File: config.mk
export PLATFORM = sky130hd
export DESIGN_NAME = gate_sensor_decoder
export DESIGN_NICKNAME = d
export VERILOG_FILES = /design/src/rtl/gate_sensor_decoder.sv
export SDC_FILE = /design/constraint.sdc
export NUM_CORES = 1
export LEC_CHECK = 0
export ABC_AREA = 1
export BUFFER_PORTS_ARGS = -buffer_cell sky130_fd_sc_hd__buf_4
export CAP_MARGIN = 20
export CELL_PAD_IN_SITES_DETAIL_PLACEMENT = 1
export CELL_PAD_IN_SITES_GLOBAL_PLACEMENT = 2
export CORE_MARGIN = 5
export CORE_UTILIZATION = 35
export CTS_CLUSTER_SIZE = 30
export DETAILED_ROUTE_END_ITERATION = 16
export PLACE_DENSITY_LB_ADDON = 0.1
export REMOVE_ABC_BUFFERS = 1
export SLEW_MARGIN = 20
export SYNTH_ARGS = -nofsm -noshare
export SYNTH_HDL_FRONTEND = slang
export SYNTH_SLANG_ARGS = --single-unit
File: constraint.sdc
create_clock -name clock -period 2.45 [get_ports clock]
set_input_delay 0.245 -clock clock [delete_from_list [all_inputs] [get_ports clock]]
set_output_delay 0.245 -clock clock [all_outputs]
set_load 0.02 [all_outputs]
File: src/rtl/gate_sensor_decoder.sv
// gate_sensor_decoder: two-beam car-park gate decoder.
// Each beam is synchronised, debounced, then a passage FSM classifies the
// filtered (a,b) sequence into entries, exits and faults.
// Optional passage timeout is compiled in when GATE_TIMEOUT_EN is defined.
module gate_sensor_decoder #(
    parameter int unsigned DEBOUNCE_CYCLES = 16,
    parameter int unsigned TIMEOUT_CYCLES  = 1000000
) (
    input  logic clock,
    input  logic reset_n,
    input  logic sensor_a,
    input  logic sensor_b,
    output logic car_enter,
    output logic car_exit,
    output logic busy,
    output logic fault
);

    typedef enum logic [2:0] {
        IDLE,
        IN_A,
        IN_AB,
        IN_B,
        OUT_B,
        OUT_AB,
        OUT_A,
        WAIT_CLR
    } state_e;

    localparam logic [15:0] DEB_LAST = 16'(DEBOUNCE_CYCLES - 1);

    // Bit 1 carries sensor_a, bit 0 carries sensor_b throughout.
    logic [1:0] sync1_q;
    logic [1:0] sync2_q;
    logic [1:0] filt_ab;
    logic [1:0] flip_ab;

    state_e state_q, state_d;
    logic   enter_q, enter_d;
    logic   exit_q, exit_d;
    logic   fault_q, fault_d;

    // Two-flop synchronisers for both asynchronous beams.
    always_ff @(posedge clock or negedge reset_n) begin
        if (!reset_n) begin
            sync1_q <= '0;
            sync2_q <= '0;
        end else begin
            sync1_q <= {sensor_a, sensor_b};
            sync2_q <= sync1_q;
        end
    end

    for (genvar g = 0; g < 2; g++) begin : g_deb
        logic [15:0] cnt_q, cnt_d;
        logic        filt_q, filt_d;

        // Count consecutive disagreeing cycles; accept the new level on the last one.
        always_comb begin
            cnt_d  = '0;
            filt_d = filt_q;
            if (sync2_q[g] != filt_q) begin
                if (cnt_q == DEB_LAST) begin
                    filt_d = sync2_q[g];
                end else begin
                    cnt_d = cnt_q + 16'd1;
                end
            end
        end

        // Debounce counter and filtered level registers.
        always_ff @(posedge clock or negedge reset_n) begin
            if (!reset_n) begin
                cnt_q  <= '0;
                filt_q <= 1'b0;
            end else begin
                cnt_q  <= cnt_d;
                filt_q <= filt_d;
            end
        end

        assign filt_ab[g] = filt_q;
        assign flip_ab[g] = (filt_d != filt_q);
    end

`ifdef GATE_TIMEOUT_EN
    localparam logic [23:0] TMO_LAST = 24'(TIMEOUT_CYCLES - 1);

    logic        active;
    logic [23:0] tmo_q, tmo_d;

    assign active = (state_q != IDLE) && (state_q != WAIT_CLR);

    // Quiet-time counter: restarts on any filtered change or outside a passage.
    always_comb begin
        tmo_d = tmo_q + 24'd1;
        if (!active || (|flip_ab)) begin
            tmo_d = '0;
        end
    end

    // Timeout counter register.
    always_ff @(posedge clock or negedge reset_n) begin
        if (!reset_n) begin
            tmo_q <= '0;
        end else begin
            tmo_q <= tmo_d;
        end
    end
`else
    // Timeout not built: keep the parameter and change flags referenced.
    logic [24:0] unused_cfg;
    assign unused_cfg = {24'(TIMEOUT_CYCLES), ^flip_ab};
`endif

    // Passage FSM next-state and registered-pulse decode.
    always_comb begin
        state_d = state_q;
        enter_d = 1'b0;
        exit_d  = 1'b0;
        fault_d = 1'b0;
        unique case (state_q)
            IDLE: begin
                case (filt_ab)
                    2'b10:   state_d = IN_A;
                    2'b01:   state_d = OUT_B;
                    2'b11: begin
                        state_d = WAIT_CLR;
                        fault_d = 1'b1;
                    end
                    default: state_d = IDLE;
                endcase
            end
            IN_A: begin
                case (filt_ab)
                    2'b10:   state_d = IN_A;
                    2'b11:   state_d = IN_AB;
                    2'b00:   state_d = IDLE;
                    default: begin
                        state_d = WAIT_CLR;
                        fault_d = 1'b1;
                    end
                endcase
            end
            IN_AB: begin
                case (filt_ab)
                    2'b11:   state_d = IN_AB;
                    2'b01:   state_d = IN_B;
                    2'b10:   state_d = IN_A;
                    default: begin
                        state_d = WAIT_CLR;
                        fault_d = 1'b1;
                    end
                endcase
            end
            IN_B: begin
                case (filt_ab)
                    2'b01:   state_d = IN_B;
                    2'b00: begin
                        state_d = IDLE;
                        enter_d = 1'b1;
                    end
                    2'b11:   state_d = IN_AB;
                    default: begin
                        state_d = WAIT_CLR;
                        fault_d = 1'b1;
                    end
                endcase
            end
            OUT_B: begin
                case (filt_ab)
                    2'b01:   state_d = OUT_B;
                    2'b11:   state_d = OUT_AB;
                    2'b00:   state_d = IDLE;
                    default: begin
                        state_d = WAIT_CLR;
                        fault_d = 1'b1;
                    end
                endcase
            end
            OUT_AB: begin
                case (filt_ab)
                    2'b11:   state_d = OUT_AB;
                    2'b10:   state_d = OUT_A;
                    2'b01:   state_d = OUT_B;
                    default: begin
                        state_d = WAIT_CLR;
                        fault_d = 1'b1;
                    end
                endcase
            end
            OUT_A: begin
                case (filt_ab)
                    2'b10:   state_d = OUT_A;
                    2'b00: begin
                        state_d = IDLE;
                        exit_d  = 1'b1;
                    end
                    2'b11:   state_d = OUT_AB;
                    default: begin
                        state_d = WAIT_CLR;
                        fault_d = 1'b1;
                    end
                endcase
            end
            WAIT_CLR: begin
                if (filt_ab == 2'b00) begin
                    state_d = IDLE;
                end
            end
            default: state_d = IDLE;
        endcase
`ifdef GATE_TIMEOUT_EN
        // Timeout only fires while the passage is parked in one state.
        if (active && (state_d == state_q) && (tmo_q == TMO_LAST)) begin
            state_d = WAIT_CLR;
            fault_d = 1'b1;
        end
`endif
    end

    // State register and registered event pulses.
    always_ff @(posedge clock or negedge reset_n) begin
        if (!reset_n) begin
            state_q <= IDLE;
            enter_q <= 1'b0;
            exit_q  <= 1'b0;
            fault_q <= 1'b0;
        end else begin
            state_q <= state_d;
            enter_q <= enter_d;
            exit_q  <= exit_d;
            fault_q <= fault_d;
        end
    end

    assign car_enter = enter_q;
    assign car_exit  = exit_q;
    assign fault     = fault_q;
    assign busy      = (state_q != IDLE);

endmodule

==> results of run 1 <==
[power by group through the flow]
stage	sequential (mW)	clock, mW	combinational [mW]
floorplan	0.759	0	0.0223
global placement	0.761	0	0.0496
detailed placement	0.761	0	0.0503
CTS	0.747	0.613	0.0518
global route	0.749	0.648	0.0573
finish	0.747	0.584	0.0485
[layout make-up]
class | instances | area, um2 | area share (%)
Inverter | 38 | 143 | 5.11
Clock inverter | 3 | 46.3 | 1.66
Clock buffer | 5 | 68.8 | 2.47
Multi-Input combinational cell | 253 | 1240 | 44.5
Sequential cell | 44 | 1100 | 39.5
Timing Repair Buffer | 9 | 70.1 | 2.51
Tap cell | 96 | 120 | 4.30
[worst max-delay path: stages, from the launching register on]
cell     delay [ps]
dfrtp_1         470
inv_1           160
nand3_1         200
buf_4           220
[state kept, by name, indices dropped and copies added (netlist names)]
| signal | cells |
|---|---|
| sync1_q | 2 |
| state_q | 3 |
| g_deb.filt_q | 2 |
| car_exit | 1 |
| car_enter | 1 |
| fault | 1 |
| sync2_q | 2 |
| g_deb.cnt_q | 32 |
[worst max-delay path by stage]
stage	from	to	slack, ps
3_5_place_dp	g_deb[1].filt_q	state_q[2]	920
3_3_place_gp	g_deb[1].filt_q	state_q[0]	980
5_1_grt	g_deb[0].filt_q	state_q[2]	760
6_report	state_q[1]	busy	840
4_1_cts	state_q[1]	busy	840
2_1_floorplan	g_deb[0].filt_q	g_deb[0].cnt_q[0]	1050
[per-stage QoR]
step / area, um2 / hold WS [ps] / cells
2_1_floorplan: 2480 / -50.6 / 335
3_3_place_gp: 2670 / 286 / 439
3_5_place_dp: 2670 / 293 / 439
4_1_cts: 2790 / 25.4 / 448
5_1_grt: 2790 / 18.8 / 448
6_report: 2790 / 39.9 / 448
[layout by cell type (no fill, tap or decap), types with 4 or more instances in the layout]
cell	count
clkbuf_8	5
nor2_1	83
xor2_1	5
a21oi_1	6
nand4_1	11
nor2_2	6
inv_1	32
inv_2	6
ha_1	8
nand3_1	27
dfrtp_1	44
o21ai_1	4
o21ai_0	6
o21bai_1	5
buf_4	8
nor3_1	7
nand2_2	7
nand2_1	67
[cells by family (layout without fill, tap and decap cells)]
group	count (synthesis)	in the layout	share of synthesized area (%)
DFF	44	44	43.9
xor gates and xnor gates	8	8	2.79
adders and majority gates	8	8	3.99
AOI/OAI and AO/OA	22	22	4.94
and+or+nand+nor	215	215	37.7
buffers and inverters	43	55	6.68
[routing by layer]
metal  part of all wire [%]  wire, um  vias to the layer above
li1                       -         -                     1098
met5                      0         0                        -
met1                     49      2930                      992
met4                    1.4        85                        0
met3                    2.1       127                        8
met2                     47      2830                       13
[timing repair]
| item | CTS | global route |
|---|---|---|
| endpoints found under the hold margin | 44 | 0 |
| hold buffers | 1 | 0 |
| setup buffers | 0 | 0 |
==> results.txt, run 1 <==
The flow ran to the end, and the final reports show no timing, DRC or antenna violations. The most used flip-flop cell after synthesis is dfrtp_1. TritonCTS built the clock tree. Data arrives at the worst endpoint at 1360 ps. The detailed placement HPWL came out at 4620 um. The area of the die is 8960 um2. The routed length per placed instance came out at 13.3 um.

The total power after layout came out at 1.38 mW. After detailed routing, the number of remaining DRC violations is 0. The effective utilization at floorplan came out at 36.5%. The cell row count is 30. The final-layout fill cell count came out at 875. The global router's overall resource usage is 15.1%. The worst register-to-register path ends at state_q[2].

Summed over all layers, the routed wires come to 5960 um. The leakage power of the design is 1.18 nW. The number of nets in the finished design is 363.

In this run, the combinational gates consume 3.5% of the power. After technology mapping, the gate count stands at 340. The wire length of the first global-routing pass is 10600 um. The final RePlAce weighted congestion is 0.788. The class of the worst hold path is in -> reg. The number of ports placed on the die boundary came out at 8. For this design the ratio of total power to cell area is 494 nW/um2. The clock passes through at most 2 buffers.

The number of global-route vias before repair is 2277. Setup violations remaining at the end of the flow were counted as 0. The worst reg-to-reg setup slack is 910 ps.

Of all nets on the critical path, the largest fanout is 8. For this design, the sink count on the clock tree is 44. The switching power as a share of total power is 23.2%.

The initial antenna violation count is 0. The total via count after detailed routing came out at 2111. After clock tree synthesis, the clock-pin slew on the worst setup and hold paths is 90 ps. Yosys mapped the design onto 22 distinct sky130hd cell types. Static timing analysis puts the maximum clock frequency at 0.621 GHz. The most common cell in the synthesized netlist is nor2_1. The mean post-synth cell area came out at 7.38 um2. The final critical path takes up 65.7% of the cycle. The pre-CTS worst setup slack came out at 917 ps.

The final-report max-slew violation count is 0. The share of final-layout standard cells stronger than drive strength 1 came out at 10.8%. Data on the critical path is required at its endpoint by 2200 ps. The headroom to the max-slew limit came out at 62.2%. Counting cells, the worst reg-to-reg path comes to 7. The minimum clock period came out at 1610 ps. The quantity of I/O buffers inserted on ports came out at 7. The commonest cells after synthesis are nor2_1 (83), nand2_1 (67), dfrtp_1 (44).

The hold-critical path endpoint is sync1_q[1]. The met2 track demand over resource is 25.2%. The number of detailed-routing iterations run before antenna repair is 4. Global routing used 3.03% of the available met3 tracks. The met1 capacity usage during global routing is 19.6%. The transition time at the pin with the least slew margin is 567 ps. After synthesis, the cell types taking the most area are dfrtp_1 (44%), nor2_1 (12%), nand2_1 (10%).

The setup TNS came out at 0 ps. After detailed routing, the number of vias per cell comes to 4.71. The area of the core region came out at 6870 um2.

The kind of start point of the critical path is a register. The proportion of netlist area held by the largest area contributor is 43.9%. Entering global routing, the biggest net connects 45 pins. Setup repair after global routing left no endpoint under its margin. The internal cell power came out at 1.06 mW. The number of buffers created by CTS came out at 5. The die extent in y came out at 94.7 um. Registers are responsible for 54.1% of the overall power. The remaining global-route overflow came out at 0. The worst setup path is of the reg -> out kind. The async set-or-reset flop fraction in the synthesized netlist is 100%. The floorplan step set the die width to 94.7 um. The clock latency on the worst-skew pair came out at 300 ps. The clock tree root driver cell is clkbuf_8.

The number of cells on the worst hold path came out at 1. From synthesis to final layout, the design area changed by 11.2%. The number of antenna-violating nets in the routed design came out at 0. The number of flops mapped to enable cells by yosys came out at 0. In this run, synthesis produced a sequential element count of 44. The mapped cell area came out at 2510 um2. The number of hold violations in the final report is 0.

The diode insertion count for antenna repair is 0. In this run the critical register-to-register path is launched from g_deb[0].filt_q. The most utilized layer in the global route result is met2. The number of max-cap violations is 0. The worst-case vdd ir drop came out at 218 uV. The switching component of the power came out at 0.320 mW. The violation count after the first detailed-routing iteration is 49. The share of the yosys chip area belonging to registers is 43.9%. CTS built an H-tree with a depth of 2. The number of gates resized after CTS was 0. The smallest setup slack after layout came out at 841 ps.

The number of warnings reported in the yosys synthesis log came out at 0. Summed over all instances, the cell type with the most area after synthesis is dfrtp_1. The hold path startpoint is sensor_a. The worst setup path is captured at a primary output. The utilization of the core after routing is 40.6%. The maximum clock skew at final layout came out at 3.19 ps.

The clock network fraction of design power came out at 42.4%.
(Power assumes the default switching activity.)
==> run 2: changes to the inputs <==
--- a/config.mk
+++ b/config.mk
@@ -5,7 +5,7 @@
 export SDC_FILE = /design/constraint.sdc
 export NUM_CORES = 1
 export LEC_CHECK = 0
-export ABC_AREA = 1
+export ABC_AREA = 0
 export BUFFER_PORTS_ARGS = -buffer_cell sky130_fd_sc_hd__buf_4
 export CAP_MARGIN = 20
 export CELL_PAD_IN_SITES_DETAIL_PLACEMENT = 1
==> constraint.sdc (replaced) <==
create_clock -name clock -period 1.5 [get_ports clock]
set_input_delay 0.15 -clock clock [delete_from_list [all_inputs] [get_ports clock]]
set_output_delay 0.15 -clock clock [all_outputs]
set_load 0.02 [all_outputs]
==> run 2 against run 1 <==
Against the previous run:
- the flow now finishes with violations (setup timing)
- routed wire length is 5.2% lower
- final area is 17% higher
- count of clock-buffer cells in the layout unchanged
- final cell count fell by 22%
- die area down 7.5%
- clock power grew 57%
- sequential power up 85%
- global-route usage decreased by 1.3 points
- synthesized cell count is 36% lower
- total power rose by 120%
- register-to-register slack worse by 950 ps
- sequential share of layout area shrank 5.4 points
==> results.txt, run 2 <==
In this run the worst path has a maximum fanout of 6. The worst hold path terminates at sync2_q[1]. The number of global-route vias before repair is 1955.

The final RePlAce weighted congestion came out at 0.856. Subtracting the final worst setup slack from the clock period gives 1540 ps. The worst hold path belongs to the class reg -> reg. The startpoint identified for the worst hold timing path is sync1_q[1].

The number of nets in the finished design came out at 282. The setup TNS is -441 ps. The flip-flop count of the largest register, all copies and words added is 32. The async set-or-reset flop fraction in the synthesized netlist is 100%. The endpoint identified for the worst register-to-register timing path is state_q[0]. In the synthesized netlist, the cells that appear most often are dfrtp_1 (44), nor2_1 (34), xnor2_1 (25).

The die covers 8290 um2. The mapped cell area came out at 2300 um2. The number of cells on the worst hold path came out at 0.

The internal cell power is 2.12 mW. The die extent in y came out at 91.1 um. The number of warnings reported in the yosys synthesis log is 0.

The startpoint identified for the worst register-to-register timing path is g_deb[1].filt_q. The multi-input logic area is 1430 um2. The final reports fail on setup timing. The horizontal extent of the die is 91.1 um. The number of hold violations in the final report came out at 0.

The pin count of the biggest net entering global routing is 45. The final hold slack came out at 354 ps. The final cycle utilization of the critical path came out at 103%.

In this run the tightest slew margin relative to its limit is 61.3%. The number of detailed-routing iterations run before antenna repair came out at 4. The mean post-synth cell area came out at 10.6 um2. Per report_power, the combinational group accounts for 23.5% of the total. The most frequent cell after synthesis is dfrtp_1. The violation count after the first detailed-routing iteration came out at 42. The run finished, with violations left. In the layout the commonest cells are buf_4 (43), dfrtp_1 (38), xnor2_1 (25), nor2_4 (15), nor2_1 (11). The power density of the placed cells came out at 922 nW/um2. Summed over all cells, the static leakage comes to 1.34 nW. The total power after layout came out at 3.00 mW. The unique cell type count in the Yosys netlist came out at 37. Max-cap violations in this run came to 0. The total instance count after detailed placement came out at 331. The library cell used most frequently in the layout, excluding fill and tap cells, is buf_4.

The critical path class is reg -> reg. The number of design rule violations left after detail routing is 0. The area growth from synthesis to final layout came out at 41.7%.

For the worst flop-to-flop path, the logic depth is 5. The slowest stage of the critical path is the dfrtp_2 cell. TritonCTS built the clock tree. The number of ports placed on the die boundary is 8.

The area of the core region came out at 6390 um2. The longest clock path from root to sink contains 2 buffers. Data arrives at the worst endpoint at 1710 ps. The count of H-tree levels built during CTS is 2.

The number of register bits inferred by synthesis is 44. The fraction of power consumed by sequential logic is 46.0%. The share of the yosys chip area belonging to registers came out at 47.9%. In this run the clock root is driven by a clkbuf_8. The number of buffers created by CTS came out at 5.

The clock network fraction of design power is 30.5%. The remaining global-route overflow is 0. The kind of start point of the critical path is a register.

The clock sink count came out at 44. The number of failing setup endpoints in the final timing report is 25. Based on the critical path, the design can be clocked at up to 0.649 GHz. For this configuration, the core starts out at a cell density of 36.0%. The maximum single-stage delay on the critical path is 480 ps. Synthesis produced 216 cells. The number of standard cells in the final layout excluding fillers is 348. The final-report max-slew violation count was 0. The cell row count came out at 29. The worst-case vdd ir drop came out at 689 uV. Counting the fill cells in the layout gives 685.

During placement, the flow inserted port buffers numbering 7. The largest registers in the layout are g_deb.cnt_q (32), state_q (3). dfrtp_1 takes more of the synthesized area than any other cell. The worst reg-to-reg setup slack is -40 ps. The clock edge transition at the registers on the reported setup and hold paths is 90 ps. The utilization of the core after routing is 51.0%. The diode insertion count for antenna repair is 0. The share of final-layout standard cells stronger than drive strength 1 is 48.0%. Walking the worst path, the cells encountered are inv_4, ha_4, mux2i_2, nand2b_1, mux4_2. Summed over its instances, the top area cell type makes up 47.9% of the synthesized netlist area. The type of element capturing the critical path is a register. Dividing the detail-routed via count by the number of cells gives 5.09. Across the routed clock network, the largest skew measured is 3.33 ps. Across the whole layout, storage elements account for 1110 um2. Setup repair after global routing could not meet its margin everywhere.

The wire length of the first global-routing pass came out at 9470 um. The clock latency on the worst-skew pair is 290 ps. The initial antenna violation count is 0.

The switching power as a share of total power came out at 29.2%. The total wire length after detailed routing is 5650 um. The global router's overall resource usage came out at 13.8%. The finished cells cover 3260 um2. Among all flip-flop cells after synthesis, the most frequent one is dfrtp_1. The routed length per placed instance came out at 16.2 um.

The transition time at the pin with the least slew margin came out at 580 ps. The number of flops mapped to enable cells by yosys is 0. In this run the remaining antenna-violating nets after routing total 0. Ranked by total cell area, the synthesized netlist is headed by dfrtp_1 (48%), xnor2_1 (9.5%), nor2_1 (5.5%). The worst path required time came out at 1670 ps. The cell area after placement came out at 2710 um2. The routed layout has 1772 vias.

The switching component of the power came out at 0.878 mW. The pre-CTS worst setup slack came out at -76.2 ps. More flip-flops sit in one register than any other, and that register is g_deb.cnt_q.

The smallest setup slack after layout came out at -40.4 ps. The detailed placement HPWL came out at 3840 um.
run 2: cell types whose count changed after synthesis, moves of 5 or more:
cell      previous run  this run
o21bai_1             5         0
nand4_1             11         4
inv_1               32        11
nor2_1              83        34
nand2_2              7         1
nor4_1               0         7
xnor2_1              3        25
nor4_2               0         8
nand3_1             27         9
inv_2                6         0
nand2_1             67         9
run 2: area by class of cell:
type | instances | share of cell area [%]
Clock buffer | 5 | 2.11
Clock inverter | 3 | 1.31
Inverter | 11 | 1.42
Multi-Input combinational cell | 155 | 44.0
Sequential cell | 44 | 34.0
Tap cell | 77 | 2.96
Timing Repair Buffer | 53 | 14.2
run 2: kinds of logic after synthesis:
logic type | Yosys count | share of synthesized area, %
simple gates | 99 | 26.3
flops | 44 | 47.9
xor+xnor | 30 | 11.4
buf+inv | 17 | 3.16
compound gates | 11 | 3.10
fa+ha+maj | 8 | 4.35
mux | 7 | 3.75
run 2: power by group through the flow:
stage	registers, mW	logic, mW	clock network (mW)
finish	1.38	0.706	0.916
global route	1.40	0.769	1.01
CTS	1.39	0.552	0.951
detailed placement	1.39	0.500	0
global placement	1.38	0.483	0
floorplan	1.38	0.273	0
run 2: how the worst max path moves through the flow:
stage                      startpoint                  to  slack [ps]  cells after the start
finish                g_deb[1].filt_q          state_q[0]         -40                      5
global route        g_deb[0].cnt_q[1]  g_deb[0].cnt_q[10]        -130                      6
CTS                 g_deb[1].cnt_q[5]     g_deb[1].filt_q         -40                      4
detailed placement    g_deb[0].filt_q               fault         -80                      6
global placement    g_deb[1].cnt_q[5]     g_deb[1].filt_q         -40                      4
floorplan             g_deb[0].filt_q          state_q[0]         -10                      5
run 2: critical path, delay by kind of cell (launching register included):
family	cells	cell delay, ps
mux	2	630
flops	1	480
fa+ha+maj	1	170
buf+inv	1	70
simple gates	1	70
run 2: metal layers:
layer	vias up	routed length, um	track usage, %
met5	-	0	0
met4	0	40	3.30
met3	4	115	2.73
met2	16	2930	23.7
met1	902	2570	18.0
li1	850	-	-
run 2: repair_timing:
item,4_1_cts,5_1_grt
endpoints found under the hold margin,46,0
buffers inserted,0,5
gates resized for setup,21,65
pin swaps,8,29
cloned,0,1
hold buffers,3,0
setup endpoints to repair,37,37
==> run 3: changes to the inputs <==
==> constraint.sdc (replaced) <==
create_clock -name clock -period 1.7 [get_ports clock]
set_input_delay 0.17 -clock clock [delete_from_list [all_inputs] [get_ports clock]]
set_output_delay 0.17 -clock clock [all_outputs]
set_load 0.02 [all_outputs]
==> run 3 against run 2 <==
Against the previous run:
- the flow now finishes without violations
- total power is 17% lower
- first-iteration DRC count is 14% higher
- setup slack better by 120 ps
- die area is the same
- critical endpoint unchanged
- largest power group unchanged
- highest routed layer unchanged
==> results.txt, run 3 (synthesized netlist as in run 2, its figures left out) <==
The run finished with clean final reports. The number of standard cells in the final layout excluding fillers came out at 316. The worst path required time is 1870 ps. The type of element capturing the critical path is a register. The region available for standard cell placement spans 6390 um2. After filler insertion, the fill cell instance count of the layout stands at 727. The headroom to the max-slew limit came out at 62.7%.

The total via count after detailed routing is 1634. The clock latency on the worst-skew pair came out at 300 ps. The number of ports placed on the die boundary came out at 8. The critical path is of the reg -> reg type.

The total power after layout is 2.51 mW. The congestion estimate from routability-driven global placement came to 0.808. The die extent in y came out at 91.1 um.

The master of the slowest instance on the critical path is mux4_2. The highest achievable clock rate came out at 0.616 GHz. The maximum clock skew at final layout came out at 11.0 ps. The commonest non-fill, non-tap cell in the layout is dfrtp_1.

The clock tree root driver cell is clkbuf_8. The number of hold violations in the final report came out at 0. Clock-pin slew was measured on the worst setup and hold paths at 90 ps. The largest registers in the layout are g_deb.cnt_q (32), state_q (3). The worst-case vdd ir drop came out at 546 uV. At the placement stage, the worst setup path has a slack of 60.2 ps. The initial antenna violation count is 0. The count of nets left with antenna violations once routing finished came out at 0.

The cell row count came out at 29. The leakage power of the design is 1.13 nW. The area growth from synthesis to final layout came out at 16.4%.

Setup total negative slack on the finished layout was measured at 0 ps. The final-report max-slew violation count came out at 0. The largest fanout of any net on the critical path came out at 8.

Counting flops per register, the top entry is g_deb.cnt_q. The number of failing setup endpoints in the final timing report is 0. The total instance count after detailed placement came out at 305.

The power density of the placed cells is 936 nW/um2. Of the cells placed in the final design, the portion with a size suffix greater than 1 is 20.9%. The post-CTS setup-driven buffer insertion count is 0.

The routed length per placed instance is 14.7 um. The number of nets in the finished design came out at 250. The clock sink count is 44. The final layout contains routed wiring with a total length of 4650 um. STA classifies the critical path startpoint as a register. The violation count after the first detailed-routing iteration came out at 48.

Counting the buffers created by CTS gives 5. The effective utilization at floorplan came out at 36.0%. The utilization of the core after routing came out at 41.9%.

The flip-flop count of the largest register, all copies and words added is 32. The final cycle utilization of the critical path came out at 95.4%. The transition time at the pin with the least slew margin is 559 ps. The min-delay analysis places its worst path in the category reg -> reg. The wire length of the first global-routing pass is 8270 um. The pre-antenna-repair detailed-routing pass consisted of 4 iterations. The number of design rule violations left after detail routing came out at 0. The maximum single-stage delay on the critical path came out at 480 ps. The diode insertion count for antenna repair is 0. The number of global-route vias before repair is 1759. In the routed layout, each cell is associated on average with a via count of 5.17. The area of the die is 8290 um2. The detailed placement HPWL came out at 3400 um. The pin count of the biggest net entering global routing came out at 45. The smallest setup slack after layout is 77.7 ps.

The global router's overall resource usage is 12.1%. In this run the tool buffered the top-level ports with 7 buffer cells. The library cells used most frequently in the layout, excluding fill and tap cells, are dfrtp_1 (42), nor2_1 (34), xnor2_1 (25), buf_4 (17), inv_1 (11). The horizontal extent of the die is 91.1 um.

The maximum clock insertion buffer count came out at 2. The remaining global-route overflow came out at 0. The count of H-tree levels built during CTS came out at 2. STA puts the critical path data arrival time at 1790 ps. Max-cap violations in this run came to 0.

The minimum clock period came out at 1620 ps. The TritonCTS clock tree is yes. The critical path goes through inv_1, ha_1, mux2i_1, mux4_2.
## run 3: timing repair
item / CTS / global route
hold endpoints to repair: 46 / 0
resized for setup: 0 / 5
setup endpoints to repair: 0 / 4
hold buffers: 3 / 0
## run 3: worst max-delay path: cells and delay by family (launching register included)
kind                     cells  cell delay [ps]
multiplexers                 2              600
flip-flops                   1              450
adder cells (fa/ha/maj)      1              320
buffers and inverters        1              120
## run 3: routing by layer
layer	global-route usage (%)	share of wire [%]	wire (um)
met4	3.30	1.2	58
met1	15.8	48	2210
met5	0	0	0
met2	20.3	49	2270
met3	2.73	2.3	109
## run 3: metrics by stage
stage,hold slack [ps],area [um2]
2_1_floorplan,-126,2270
3_3_place_gp,203,2510
3_5_place_dp,211,2510
4_1_cts,359,2660
5_1_grt,376,2680
6_report,356,2680
## run 3: cell type report
class	count	area (um2)	share of cell area, %
Sequential cell	44	1100	41.2
Timing Repair Buffer	21	178	6.64
Tap cell	77	96.3	3.60
Inverter	11	41.3	1.54
Multi-Input combinational cell	155	1140	42.4
Clock buffer	6	82.6	3.09
Clock inverter	2	38.8	1.45
## run 3: worst paths after layout
kind                       slack (ps)  depth (start not counted)             from            endpoint
max reg2reg                        80                          4  g_deb[0].filt_q          state_q[0]
max in group asynchronous         890                          2          reset_n     g_deb[1].filt_q
min in group asynchronous         380                          2          reset_n  g_deb[0].cnt_q[12]
max                                80                          4  g_deb[0].filt_q          state_q[0]
min reg2reg                       360                          0       sync1_q[1]          sync2_q[1]
min                               360                          0       sync1_q[1]          sync2_q[1]
## run 3: power by group
group	internal [mW]	switching [mW]	total (mW)
clock network	0.481	0.377	0.858
registers	1.10	0.104	1.21
logic	0.209	0.232	0.440
